## config.mk

```make
export PLATFORM = sky130hd
export DESIGN_NAME = clk_fbound_host
export DESIGN_NICKNAME = d
export VERILOG_FILES = /design/src/rtl/clk_fbound_host.sv
export SDC_FILE = /design/constraint.sdc
export NUM_CORES = 1
export LEC_CHECK = 0
export CORE_MARGIN = 10
export CORE_UTILIZATION = 45
export CTS_CLUSTER_SIZE = 30
export DETAILED_ROUTE_END_ITERATION = 10
export PLACE_DENSITY = 0.86
export REMOVE_ABC_BUFFERS = 1
export SKIP_CTS_REPAIR_TIMING = 1
export SLEW_MARGIN = 20
export SYNTH_ARGS = -nofsm -noshare
export SYNTH_HDL_FRONTEND = slang
export SYNTH_SLANG_ARGS = --single-unit
```

## constraint.sdc

```tcl
create_clock -name clk -period 11.34 [get_ports clk]
set_input_delay 2.268 -clock clk [delete_from_list [all_inputs] [get_ports clk]]
set_output_delay 2.268 -clock clk [all_outputs]
set_load 0.05 [all_outputs]
```

## src/rtl/clk_fbound_host.sv

```systemverilog
// clk_fbound_host: sequences an external single-precision bound clipper.
// Loads the low/high bounds into the clipper, feeds it one sample at a time,
// waits for its result with a cycle budget (WAIT_MAX), and presents the clipped
// value on a valid/ready result port.
// Optional feature macro: FBOUND_STATS_EN enables the saturating transfer and
// clipped-result counters. Without it the stat_* outputs are tied to zero.
module clk_fbound_host #(
  parameter int unsigned WAIT_MAX = 15
) (
  input  logic        clk,
  input  logic        reset,
  input  logic        cfg_valid,
  output logic        cfg_ready,
  input  logic [31:0] cfg_lo,
  input  logic [31:0] cfg_hi,
  input  logic        s_valid,
  output logic        s_ready,
  input  logic [31:0] s_data,
  output logic        m_valid,
  input  logic        m_ready,
  output logic [31:0] m_data,
  output logic        m_in_bounds,
  output logic [31:0] clp_din,
  output logic        clp_init,
  output logic        clp_start,
  input  logic [31:0] clp_dout,
  input  logic        clp_in_bounds,
  input  logic        clp_finished,
  output logic        busy,
  output logic        err_timeout,
  input  logic        stat_clr,
  output logic [15:0] stat_total,
  output logic [15:0] stat_clipped
);

  localparam int unsigned DATA_W = 32;
  localparam logic [7:0]  WAIT_LAST = 8'(WAIT_MAX - 1);

  typedef enum logic [2:0] {
    ST_IDLE,
    ST_CFG_LO,
    ST_CFG_HI,
    ST_START,
    ST_WAIT
  } state_t;

  state_t              state;
  state_t              state_nxt;
  logic [DATA_W-1:0]   hi_q;
  logic [7:0]          wait_cnt;
  logic [DATA_W-1:0]   clp_din_nxt;
  logic                clp_init_nxt;
  logic                clp_start_nxt;
  logic                cfg_acc;
  logic                s_acc;
  logic                capture;
  logic                timeout;

  // Handshake readiness: config is only taken in IDLE, samples additionally
  // need the result slot free (or draining now) and no competing config.
  assign cfg_ready = (state == ST_IDLE);
  assign s_ready   = (state == ST_IDLE) && (!m_valid || m_ready) && !cfg_valid;
  assign busy      = (state != ST_IDLE);

  // Next-state and next clipper-drive decode.
  always_comb begin
    state_nxt     = state;
    clp_din_nxt   = clp_din;
    clp_init_nxt  = 1'b0;
    clp_start_nxt = 1'b0;
    cfg_acc       = 1'b0;
    s_acc         = 1'b0;
    capture       = 1'b0;
    timeout       = 1'b0;
    unique case (state)
      ST_IDLE: begin
        if (cfg_valid) begin
          cfg_acc      = 1'b1;
          state_nxt    = ST_CFG_LO;
          clp_init_nxt = 1'b1;
          clp_din_nxt  = cfg_lo;
        end else if (s_valid && s_ready) begin
          s_acc         = 1'b1;
          state_nxt     = ST_START;
          clp_start_nxt = 1'b1;
          clp_din_nxt   = s_data;
        end
      end
      ST_CFG_LO: begin
        state_nxt   = ST_CFG_HI;
        clp_din_nxt = hi_q;
      end
      ST_CFG_HI: begin
        state_nxt = ST_IDLE;
      end
      ST_START: begin
        // The clipper has not seen the start pulse yet, so any finished
        // level here is stale and deliberately ignored.
        state_nxt = ST_WAIT;
      end
      ST_WAIT: begin
        if (clp_finished) begin
          capture   = 1'b1;
          state_nxt = ST_IDLE;
        end else if (wait_cnt == WAIT_LAST) begin
          timeout   = 1'b1;
          state_nxt = ST_IDLE;
        end
      end
      default: begin
        state_nxt = ST_IDLE;
      end
    endcase
  end

  // State register and registered clipper drive.
  always_ff @(posedge clk or posedge reset) begin
    if (reset) begin
      state     <= ST_IDLE;
      clp_din   <= '0;
      clp_init  <= 1'b0;
      clp_start <= 1'b0;
    end else begin
      state     <= state_nxt;
      clp_din   <= clp_din_nxt;
      clp_init  <= clp_init_nxt;
      clp_start <= clp_start_nxt;
    end
  end

  // High bound is parked here while the low bound is being loaded.
  always_ff @(posedge clk or posedge reset) begin
    if (reset) begin
      hi_q <= '0;
    end else if (cfg_acc) begin
      hi_q <= cfg_hi;
    end
  end

  // WAIT cycle counter; restarts from zero every time WAIT is entered.
  always_ff @(posedge clk or posedge reset) begin
    if (reset) begin
      wait_cnt <= '0;
    end else if (state == ST_WAIT) begin
      wait_cnt <= wait_cnt + 8'd1;
    end else begin
      wait_cnt <= '0;
    end
  end

  // Result slot: filled from the clipper, held until the consumer takes it.
  always_ff @(posedge clk or posedge reset) begin
    if (reset) begin
      m_valid     <= 1'b0;
      m_data      <= '0;
      m_in_bounds <= 1'b0;
    end else if (capture) begin
      m_valid     <= 1'b1;
      m_data      <= clp_dout;
      m_in_bounds <= clp_in_bounds;
    end else if (m_ready) begin
      m_valid     <= 1'b0;
    end
  end

  // Sticky timeout flag, cleared only by reset.
  always_ff @(posedge clk or posedge reset) begin
    if (reset) begin
      err_timeout <= 1'b0;
    end else if (timeout) begin
      err_timeout <= 1'b1;
    end
  end

`ifdef FBOUND_STATS_EN
  function automatic logic [15:0] sat_inc(input logic [15:0] v);
    return (v == 16'hFFFF) ? v : v + 16'd1;
  endfunction

  logic m_xfer;
  assign m_xfer = m_valid && m_ready;

  // Saturating counters of delivered results; clear beats increment.
  always_ff @(posedge clk or posedge reset) begin
    if (reset) begin
      stat_total   <= '0;
      stat_clipped <= '0;
    end else if (stat_clr) begin
      stat_total   <= '0;
      stat_clipped <= '0;
    end else if (m_xfer) begin
      stat_total <= sat_inc(stat_total);
      if (!m_in_bounds) begin
        stat_clipped <= sat_inc(stat_clipped);
      end
    end
  end
`else
  logic stat_clr_unused;
  assign stat_clr_unused = stat_clr;
  assign stat_total      = '0;
  assign stat_clipped    = '0;
`endif

endmodule

```

==> results of run 1 <==
[registers in the layout (all words and copies together) (netlist names)]
signal	flops
m_in_bounds	1
wait_cnt	8
clp_init	1
err_timeout	1
m_data	32
m_valid	1
hi_q	32
state	3
clp_start	1
clp_din	32
[worst max-delay path by stage]
stage / startpoint / endpoint / slack, ns / cells past startpoint
floorplan: reset / clp_din[0]$_DFFE_PP0P_ / 6.11 / 1
global placement: m_ready / s_ready / 5.24 / 4
detailed placement: m_ready / s_ready / 5.24 / 4
CTS: m_ready / s_ready / 5.23 / 4
global route: m_ready / s_ready / 5.17 / 4
finish: m_ready / s_ready / 5.23 / 4
[routing by layer]
metal	track usage, %	share of wire (%)	vias up
li1	-	-	1747
met1	17.5	36	1830
met2	28.7	49	175
met3	8.42	13	17
met4	4.68	1.2	0
met5	0	0	-
[power breakdown]
| group | switching (mW) | internal (mW) |
|---|---|---|
| sequential | 0.0972 | 0.585 |
| clock | 0.136 | 0.166 |
| combinational | 0.746 | 0.530 |
[stage by stage]
step	power [mW]	hold WS, ns	area, sq um
global placement	1.93	0.453	7300
finish	2.26	0.468	7610
floorplan	1.53	0.447	5020
detailed placement	1.98	0.456	7330
CTS	2.29	0.471	7610
global route	2.37	0.491	7610
[cells by family after synthesis]
logic type      count (synthesis)  share of synthesized area, %
compound gates                 38                          3.93
xor+xnor                        6                         0.988
fa+ha+maj                       2                         0.471
buf+inv                        58                          8.02
flops                         112                          52.7
mux                           129                          28.6
other cells                     1                        0.0705
simple gates                   64                          5.20
[area by class of cell]
class,count,area [sq um]
multi-input cells,271,2210
clock inverters,3,15.0
well taps,143,179
fillers,854,3900
inverters,4,17.5
clock buffers,13,270
flip-flops and latches,112,2800
repair buffers,211,2110
[cells in the mapped netlist, types with 2 or more instances]
cell,number
ha_1,2
buf_12,4
xor2_1,4
nor2_1,16
o21ai_0,33
buf_4,36
buf_2,7
and3_1,4
mux2i_1,32
inv_1,3
nand2_1,36
mux2_4,29
dfrtp_1,112
nand3_1,4
xnor2_1,2
clkbuf_1,6
mux2_2,68
==> summary.txt, run 1 <==
Outcome
  • Status: complete, no violations

Global routing
  • GRT Util Overall: roughly 17%
  • Initial antenna violation count: 0
  • First-pass GRT wire length: around 22,000 microns
  • Largest net degree at the start of global routing: 70
  • Gr ovfl total: 0
  • Vias in the first global route: between 4,000 and 5,000

STA
  • Clock Skew: slightly above 0.008 ns
  • Final slew viol count: 0
  • Setup TNS: 0 ns
  • Final WS setup: roughly 5.2 ns
  • Min Clock Period, post-route: around 6 ns
  • Unrepaired setup endpoints after global routing: false
  • Measured slew at the worst slew-check pin: 0.859 ns
  • # setup viols final: 0
  • Slew Limit Headroom: between 40% and 50%
  • Final worst-path cycle share: approximately 54%
  • Fin. Hold Viols: 0
  • Achievable frequency: ~0.16 GHz

Route
  • DRT iter0 DRCs: 228
  • Via Count: 3,769
  • Vias per inst: ~5.0
  • Initial DRT Pass Iterations: 4
  • Drt drc: 0
  • Drt wl/cell: about 19 microns
  • Routed WL: 14,400 microns
  • Detail Route Antenna Nets: 0

Place
  • I/O Buffers: 206
  • RD Place Congestion: 0.759
  • HPWL Detailed: between 10,000 and 15,000 microns
  • Post-Place Worst Slack: about 5.2 ns
  • Dpl cells: roughly 740

CTS
  • Max Buffers Root-to-Sink: 2
  • Clk root buf: clkbuf_16
  • Clk sinks: approximately 110
  • TritonCTS clock tree: done
  • Later-pin clock latency in the skew report: between 0.3 and 0.4 ns
  • CTS Buf Count: 9
  • Clock slew at reported path FFs: approximately 0.070 ns
  • Htree depth: 3

Critical path
  • Setup crit start kind: primary input
  • CP Cell Sequence: clkdlybuf4s50_1, nand2b_1, and3_1, clkdlybuf4s50_1
  • Setup CP Type: primary input to output port
  • Top delay family on crit path: buffers and inverters
  • Critical-path maximum fanout: 4
  • Worst Path Required: between 9 and 10 ns
  • FF-to-FF setup slack: 9.02 ns
  • Bufs and invs on worst path: 2
  • Slowest cell on the critical path: clkdlybuf4s50_1
  • Critical Path AT: around 3.8 ns
  • Cell mode on critical path: clkdlybuf4s50_1
  • Reg2Reg Depth: 5
  • CP endpoint kind: output port
  • FF-to-FF End: clp_din[8]$_DFFE_PP0P_
  • RR Startpoint: state[0]$_DFFE_PP0P_
  • Worst path max stage delay: ~0.80 ns

Layout
  • Most frequent cells in the layout: 205 x clkdlybuf4s50_1, 111 x dfrtp_1, 68 x mux2_2, 36 x nand2_1, 33 x o21ai_0
  • ANT cells: 0
  • Share of layout cells above drive strength 1: roughly 21%
  • Layout area overhead: 43.2%
  • Layout Nets: between 700 and 800
  • Final core occ: 66.1%
  • Post-Layout Cell Count: approximately 760
  • Leading cell type in the layout, fill and taps excluded: clkdlybuf4s50_1

Floorplanning
  • Die height: between 100 and 150 microns
  • Die area: around 17,000 sq um
  • Core ar.: between 10,000 and 15,000 sq um
  • Starting Density: between 40 and 50%
  • IO Pins: between 200 and 250
  • Site row count: 39
  • Die width: 129 microns

Hold path
  • Hold depth: 1
  • Worst hold endpoint: err_timeout$_DFFE_PP0P_
  • Hold Path Origin: err_timeout$_DFFE_PP0P_
  • Hold Crit Class: register to register

Synthesis
  • Yosys reg bits: 112
  • Seq/Total Area, Yosys: between 50% and 60%
  • Area of the mapped netlist: between 5000 and 6000 sq um
  • Yosys top cell by area: dfrtp_1
  • Post-synth EDFFs: 0
  • Syn Inst Count: a little over 400
  • Top cell type's share of synthesized area: about 53%
  • Syn_area_per_cell: about 13 sq um
  • Top post-synthesis cells by area: dfrtp_1 53%, mux2_2 14%, mux2_4 8.2%
  • Asr flop ratio synth: between 90% and 100%
  • Primary FF master, synth: dfrtp_1
  • Yosys cell types: 29
  • Synth warn: 0

Power and ir drop
  • Worst VDD drop: around 0.22 mV
  • Leak pwr: approximately 3.4 nW
  • Power Dens Cells: between 200 and 300 nW/um^2

Flow run
  • Maxcap violations: 0
(Power assumes the default switching activity.)
==> run 2, diff against run 1 <==
Settings changed: CORE_UTILIZATION 45 to 38, PLACE_DENSITY 0.86 to 0.77.
Clock period 11.34 ns to 5.4 ns, I/O delays scaled along.
==> run 2 against run 1 <==
Effect of this change: setup slack worse by 3.6 ns; clock-buffer cell count fell by 1; via count decreased by 1.0%; power grew 110%; global-route usage decreased by 1.7 points; die area grew 15%; sequential share of layout area shrank 0.24 points; clock power increased by 99%; largest power group unchanged.
==> summary.txt, run 2 (synthesis results as in run 1) <==
Flow run
  • Maxcap violations: 0 (unchanged)

CTS
  • Max Buffers Root-to-Sink: 2 (unchanged)
  • Later-pin clock latency in the skew report: 0.34 ns (about the same)
  • Clock slew at reported path FFs: 0.06 ns (about the same)
  • CTS Buf Count: 9 (unchanged)
  • Htree depth: 3 (unchanged)
  • Clk root buf: clkbuf_16
  • Clk sinks: 112 (unchanged)
  • TritonCTS clock tree: done

Route
  • Met2 wire length: 7040 microns (-0.21%)
  • Detail Route Antenna Nets: 0 (unchanged)
  • Routed WL: 14,400 microns (+0.17%)
  • Vias per inst: 4.71 (-5.4%)
  • Top sig layer: met4
  • Met1 Wirelength: 5730 microns (+9.1%)
  • Initial DRT Pass Iterations: 4 (unchanged)
  • Drt drc: 0 (unchanged)
  • Drt wl/cell: 18.2 microns (-4.3%)
  • Via Count: 3,730 (-1.0%)
  • Met3 wire len: 1410 microns (-27%)
  • DRT iter0 DRCs: 147 (-36%)

Place
  • I/O Buffers: 206 (unchanged)
  • HPWL Detailed: 11,100 microns (-1.3%)
  • RD Place Congestion: 0.800 (+5.4%)
  • Dpl cells: 779 (+5.1%)

Layout
  • Share of layout cells above drive strength 1: 20.3% (-0.26 points)
  • Final core occ: 55.7% (-10 points)
  • Leading cell type in the layout, fill and taps excluded: clkdlybuf4s50_1
  • Layout area overhead: 44.1%
  • Fillers: 1,141 (+34%)
  • Post-Layout Cell Count: 792 (+4.6%)
  • Most frequent cells in the layout: 205 x clkdlybuf4s50_1, 111 x dfrtp_1, 68 x mux2_2, 36 x nand2_1, 33 x o21ai_0
  • ANT cells: 0 (unchanged)
  • Largest regs: clp_din (32), hi_q (32), m_data (32)
  • Layout Nets: 748 (+0.13%)

STA
  • Clock Skew: 0.00599 ns (-0.00221 ns)
  • Min Clock Period, post-route: 3.74 ns
  • Slew Limit Headroom: 38.1% (-4.6 points)
  • # setup viols final: 0 (unchanged)
  • Setup TNS: 0 ns (unchanged)
  • Final slew viol count: 0 (unchanged)
  • Achievable frequency: approximately 0.27 GHz
  • Final worst-path cycle share: between 60 and 70%
  • Fin. Hold Viols: 0 (unchanged)
  • Unrepaired setup endpoints after global routing: false
  • Measured slew at the worst slew-check pin: 0.928 ns (+0.0695 ns)

Global routing
  • Vias in the first global route: 4,165 (-0.86%)
  • Gr ovfl total: 0 (unchanged)
  • Initial antenna violation count: 0 (unchanged)
  • GRT Util Overall: 14.9% (-1.7 points)
  • First-pass GRT wire length: 23,100 microns (+5.5%)
  • Largest net degree at the start of global routing: 76 (+8.6%)

Critical path
  • CP endpoint kind: output port
  • Setup crit start kind: primary input
  • Critical Path AT: 2.66 ns (-1.18 ns)
  • Setup CP Type: primary input to output port
  • Critical-path maximum fanout: 4 (unchanged)
  • Worst Path Required: 4.32 ns (-4.75 ns)

Outcome
  • Status: complete, no violations

Floorplanning
  • Core ar.: 13,800 sq um (+20%)
  • Die width: 138 microns (+7.5%)
  • Site row count: 43 (+10%)
  • Die height: 138 microns (+7.5%)
  • IO Pins: 240 (unchanged)
  • Starting Density: 38.6% (-7.6 points)
  • Die area: 19,100 sq um (+15%)

Power and ir drop
  • Power Dens Cells: 619 nW/um^2 (+110%)
  • Worst VDD drop: 0.356 mV (+63%)
  • Leak pwr: 3.35 nW (about the same)
  • Total power draw: 4.74 mW (+110%)

Hold path
  • Hold Crit Class: register to register
## run 2: cell types whose count changed in the layout (fill, tap and decap cells not counted)
cell,delta
clkbuf_8,-1
clkinv_2,-2
buf_16,+1
## run 2: routing by layer
metal	vias up	GRT usage [%]
li1	1740	-
met1	1811	16.1
met2	164	25.3
met3	15	6.85
met4	0	5.16
met5	-	0
## run 2: cell type report
cell class / instances / area, sq um / area share [%]
Multi-Input combinational cell: 271 / 2210 / 28.9
Tap cell: 180 / 225 / 2.94
Inverter: 4 / 17.5 / 0.229
Timing Repair Buffer: 212 / 2140 / 27.9
Clock buffer: 12 / 256 / 3.35
Sequential cell: 112 / 2800 / 36.6
Clock inverter: 1 / 5.00 / 0.0653
## run 2: stage by stage
stage          hold slack [ns]  area, sq um  setup WS, ns
3_5_place_dp             0.467         7400          1.65
4_1_cts                  0.483         7660          1.65
6_report                 0.472         7660          1.66
5_1_grt                  0.501         7660          1.61
3_3_place_gp             0.462         7350          1.65
2_1_floorplan            0.447         5020          1.36
## run 2: path summary, 6_finish.rpt
check,slack [ns],from,endpoint,cells after the start
worst max register to register,3.35,state[2]$_DFFE_PP0P_,hi_q[31]$_DFFE_PP0P_,4
worst min register to register,0.47,err_timeout$_DFFE_PP0P_,err_timeout$_DFFE_PP0P_,1
max in group asynchronous,3.02,reset,state[0]$_DFFE_PP0P_,3
min in group asynchronous,1.29,reset,m_data[31]$_DFFE_PP0P_,2
worst min-delay path,0.47,err_timeout$_DFFE_PP0P_,err_timeout$_DFFE_PP0P_,1
worst max-delay path,1.66,m_ready,s_ready,4
## run 2: where the power goes
part | internal (mW) | leakage (nW) | switching (mW) | total, mW
Clock | 0.330 | 0.130 | 0.272 | 0.602
Combinational | 1.14 | 1.85 | 1.56 | 2.70
Sequential | 1.23 | 1.37 | 0.214 | 1.44
## run 2: critical path, cell delays in order
cell             delay [ns]
clkdlybuf4s50_1        0.45
nand2b_1               0.16
and3_1                 0.17
clkdlybuf4s50_1        0.81
==> run 3, diff against run 2 <==
Clock period 5.4 ns to 3.18 ns, I/O delays scaled along.
==> run 3 against run 2 <==
Effect of this change: combinational power increased by 68%; sequential share of layout area decreased by 0.28 points; clock skew increased by 0.0029 ns; clock-buffer cell count decreased by 1; register-to-register slack got worse by 2.2 ns; non-clock buffer count increased by 1; first-iteration DRC count increased by 2.0%; sequential power increased by 70%; setup slack got worse by 1.2 ns; flip-flop and latch count unchanged; power increased by 71%; cell count increased by 0.51%; critical endpoint is now cfg_ready; largest power group unchanged.
==> summary.txt, run 3 (synthesis results as in run 1) <==
Outcome
  • Status: complete, no violations

CTS
  • Clk sinks: 112 (unchanged)
  • Max Buffers Root-to-Sink: 2 (unchanged)
  • Later-pin clock latency in the skew report: 0.34 ns (about the same)
  • TritonCTS clock tree: done
  • CTS Buf Count: 9 (unchanged)
  • Htree depth: 3 (unchanged)
  • Clk root buf: clkbuf_16
  • Clock slew at reported path FFs: 0.06 ns (about the same)

STA
  • Clock Skew: 0.00886 ns (+0.00287 ns)
  • Fin. Hold Viols: 0 (unchanged)
  • Achievable frequency: 0.370 GHz
  • Final WS setup: 0.474 ns (-1.18 ns)
  • Final slew viol count: 0 (unchanged)
  • Measured slew at the worst slew-check pin: 0.573 ns (-0.356 ns)
  • Unrepaired setup endpoints after global routing: false
  • Slew Limit Headroom: 61.7% (+24 points)
  • Final worst-path cycle share: between 80% and 90%
  • Min Clock Period, post-route: roughly 2.7 ns
  • # setup viols final: 0 (unchanged)
  • Hold slack: 0.474 ns (+0.00262 ns)

Power and ir drop
  • Power Dens Cells: 1050 nW/um^2 (+70%)
  • Worst VDD drop: 0.550 mV (+54%)
  • Leak pwr: 3.39 nW (+1.0%)

Floorplanning
  • Starting Density: 38.6% (unchanged)
  • Core ar.: 13,800 sq um (unchanged)
  • Die width: 138 microns (unchanged)
  • Site row count: 43 (unchanged)
  • IO Pins: 240 (unchanged)
  • Die height: 138 microns (unchanged)
  • Die area: 19,100 sq um (unchanged)

Layout
  • Post-Layout Inst Area: 7720 sq um (+0.78%)
  • Final core occ: 56.1% (+0.44 points)
  • Share of layout cells above drive strength 1: 21.1% (+0.84 points)
  • Most frequent cells in the layout: 204 x clkdlybuf4s50_1, 111 x dfrtp_1, 68 x mux2_2, 36 x nand2_1, 33 x o21ai_0
  • Post-Layout Cell Count: 796 (+0.51%)
  • Fillers: 1,177 (+3.2%)
  • ANT cells: 0 (unchanged)
  • Leading cell type in the layout, fill and taps excluded: clkdlybuf4s50_1
  • Sequential Area: 2800 sq um (unchanged)
  • Layout area overhead: 45.3%
  • Area of the multi-input gates: 2210 sq um (unchanged)
  • Largest regs: clp_din (32), hi_q (32), m_data (32)
  • Layout Nets: 749 (+0.13%)

Global routing
  • GR peak layer: met2
  • Global Route met2 Usage: 24.5% (-0.85 points)
  • Largest net degree at the start of global routing: 61 (-20%)
  • GRT Util Overall: 15.0% (+0.070 points)
  • First-pass GRT wire length: 23,300 microns (+0.87%)
  • Initial antenna violation count: 0 (unchanged)
  • Grt met3 use: 6.71% (-0.14 points)
  • Gr ovfl total: 0 (unchanged)
  • Vias in the first global route: 4,182 (+0.41%)
  • Met1 Resource Use GR: 17.1% (+1.0 points)

Route
  • Detail Route Antenna Nets: 0 (unchanged)
  • Via Count: 3,710 (-0.54%)
  • Drt wl/cell: 18.3 microns (+0.38%)
  • Vias per inst: 4.66 (-1.0%)
  • Routed WL: 14,500 microns (+0.89%)
  • DRT iter0 DRCs: 150 (+2.0%)
  • Drt drc: 0 (unchanged)
  • Initial DRT Pass Iterations: 3 (-1)

Critical path
  • Worst Path Required: 2.54 ns (-1.78 ns)
  • Critical Path AT: 2.07 ns (-0.59 ns)
  • CP endpoint kind: output port
  • Bufs and invs on worst path: 2 (unchanged)
  • Slowest cell on the critical path: clkdlybuf4s50_1
  • Setup crit start kind: register
  • Critical-path maximum fanout: 5 (+1)
  • Top delay family on crit path: buffers and inverters
  • Worst path max stage delay: 0.81 ns (about the same)
  • CP Cell Sequence: or3_4, inv_2, clkdlybuf4s50_1
  • Setup CP Type: register to output port

Place
  • Post-Place Worst Slack: 0.822 ns (-0.827 ns)
  • Dpl cells: 780 (+0.13%)
  • RD Place Congestion: 0.789 (-1.4%)
  • Placed instance area: 7420 sq um (+0.20%)
  • HPWL Detailed: 11,400 microns (+2.3%)
  • I/O Buffers: 206 (unchanged)

Flow run
  • Maxcap violations: 0 (unchanged)

Hold path
  • Hold Crit Class: register to register
==> run 3: area by class of cell <==
| type | count | share of cell area [%] |
|---|---|---|
| Sequential cell | 112 | 36.3 |
| Clock inverter | 5 | 0.696 |
| Tap cell | 180 | 2.92 |
| Clock buffer | 11 | 3.27 |
| Timing Repair Buffer | 213 | 27.9 |
| Inverter | 4 | 0.227 |
| Multi-Input combinational cell | 271 | 28.7 |
==> run 3: path summary, 6_finish.rpt <==
path / from / to / slack (ns) / cells past startpoint
worst max-delay path: state[2]$_DFFE_PP0P_ / cfg_ready / 0.47 / 3
max in group asynchronous: reset / hi_q[4]$_DFFE_PP0P_ / 1.75 / 3
worst max register to register: state[2]$_DFFE_PP0P_ / hi_q[22]$_DFFE_PP0P_ / 1.18 / 5
min in group asynchronous: reset / m_data[25]$_DFFE_PP0P_ / 0.67 / 2
worst min-delay path: err_timeout$_DFFE_PP0P_ / err_timeout$_DFFE_PP0P_ / 0.47 / 1
worst min register to register: err_timeout$_DFFE_PP0P_ / err_timeout$_DFFE_PP0P_ / 0.47 / 1
==> run 3: through the flow <==
step	TNS, ns	power, mW
CTS	0	8.24
floorplan	-51.38	5.46
global placement	0	6.94
finish	0	8.13
detailed placement	0	7.05
global route	0	8.57
==> run 3: metal layers <==
| metal | wire length (microns) | share of wire, % |
|---|---|---|
| met5 | 0 | 0 |
| met2 | 7090 | 49 |
| met1 | 5820 | 40 |
| met3 | 1420 | 9.7 |
| met4 | 214 | 1.5 |
==> run 3: power breakdown <==
part           total [mW]  switching [mW]  internal [mW]
registers            2.45           0.364           2.09
clock network        1.15           0.493          0.653
logic                4.53            2.64           1.90
total                8.13            3.49           4.64
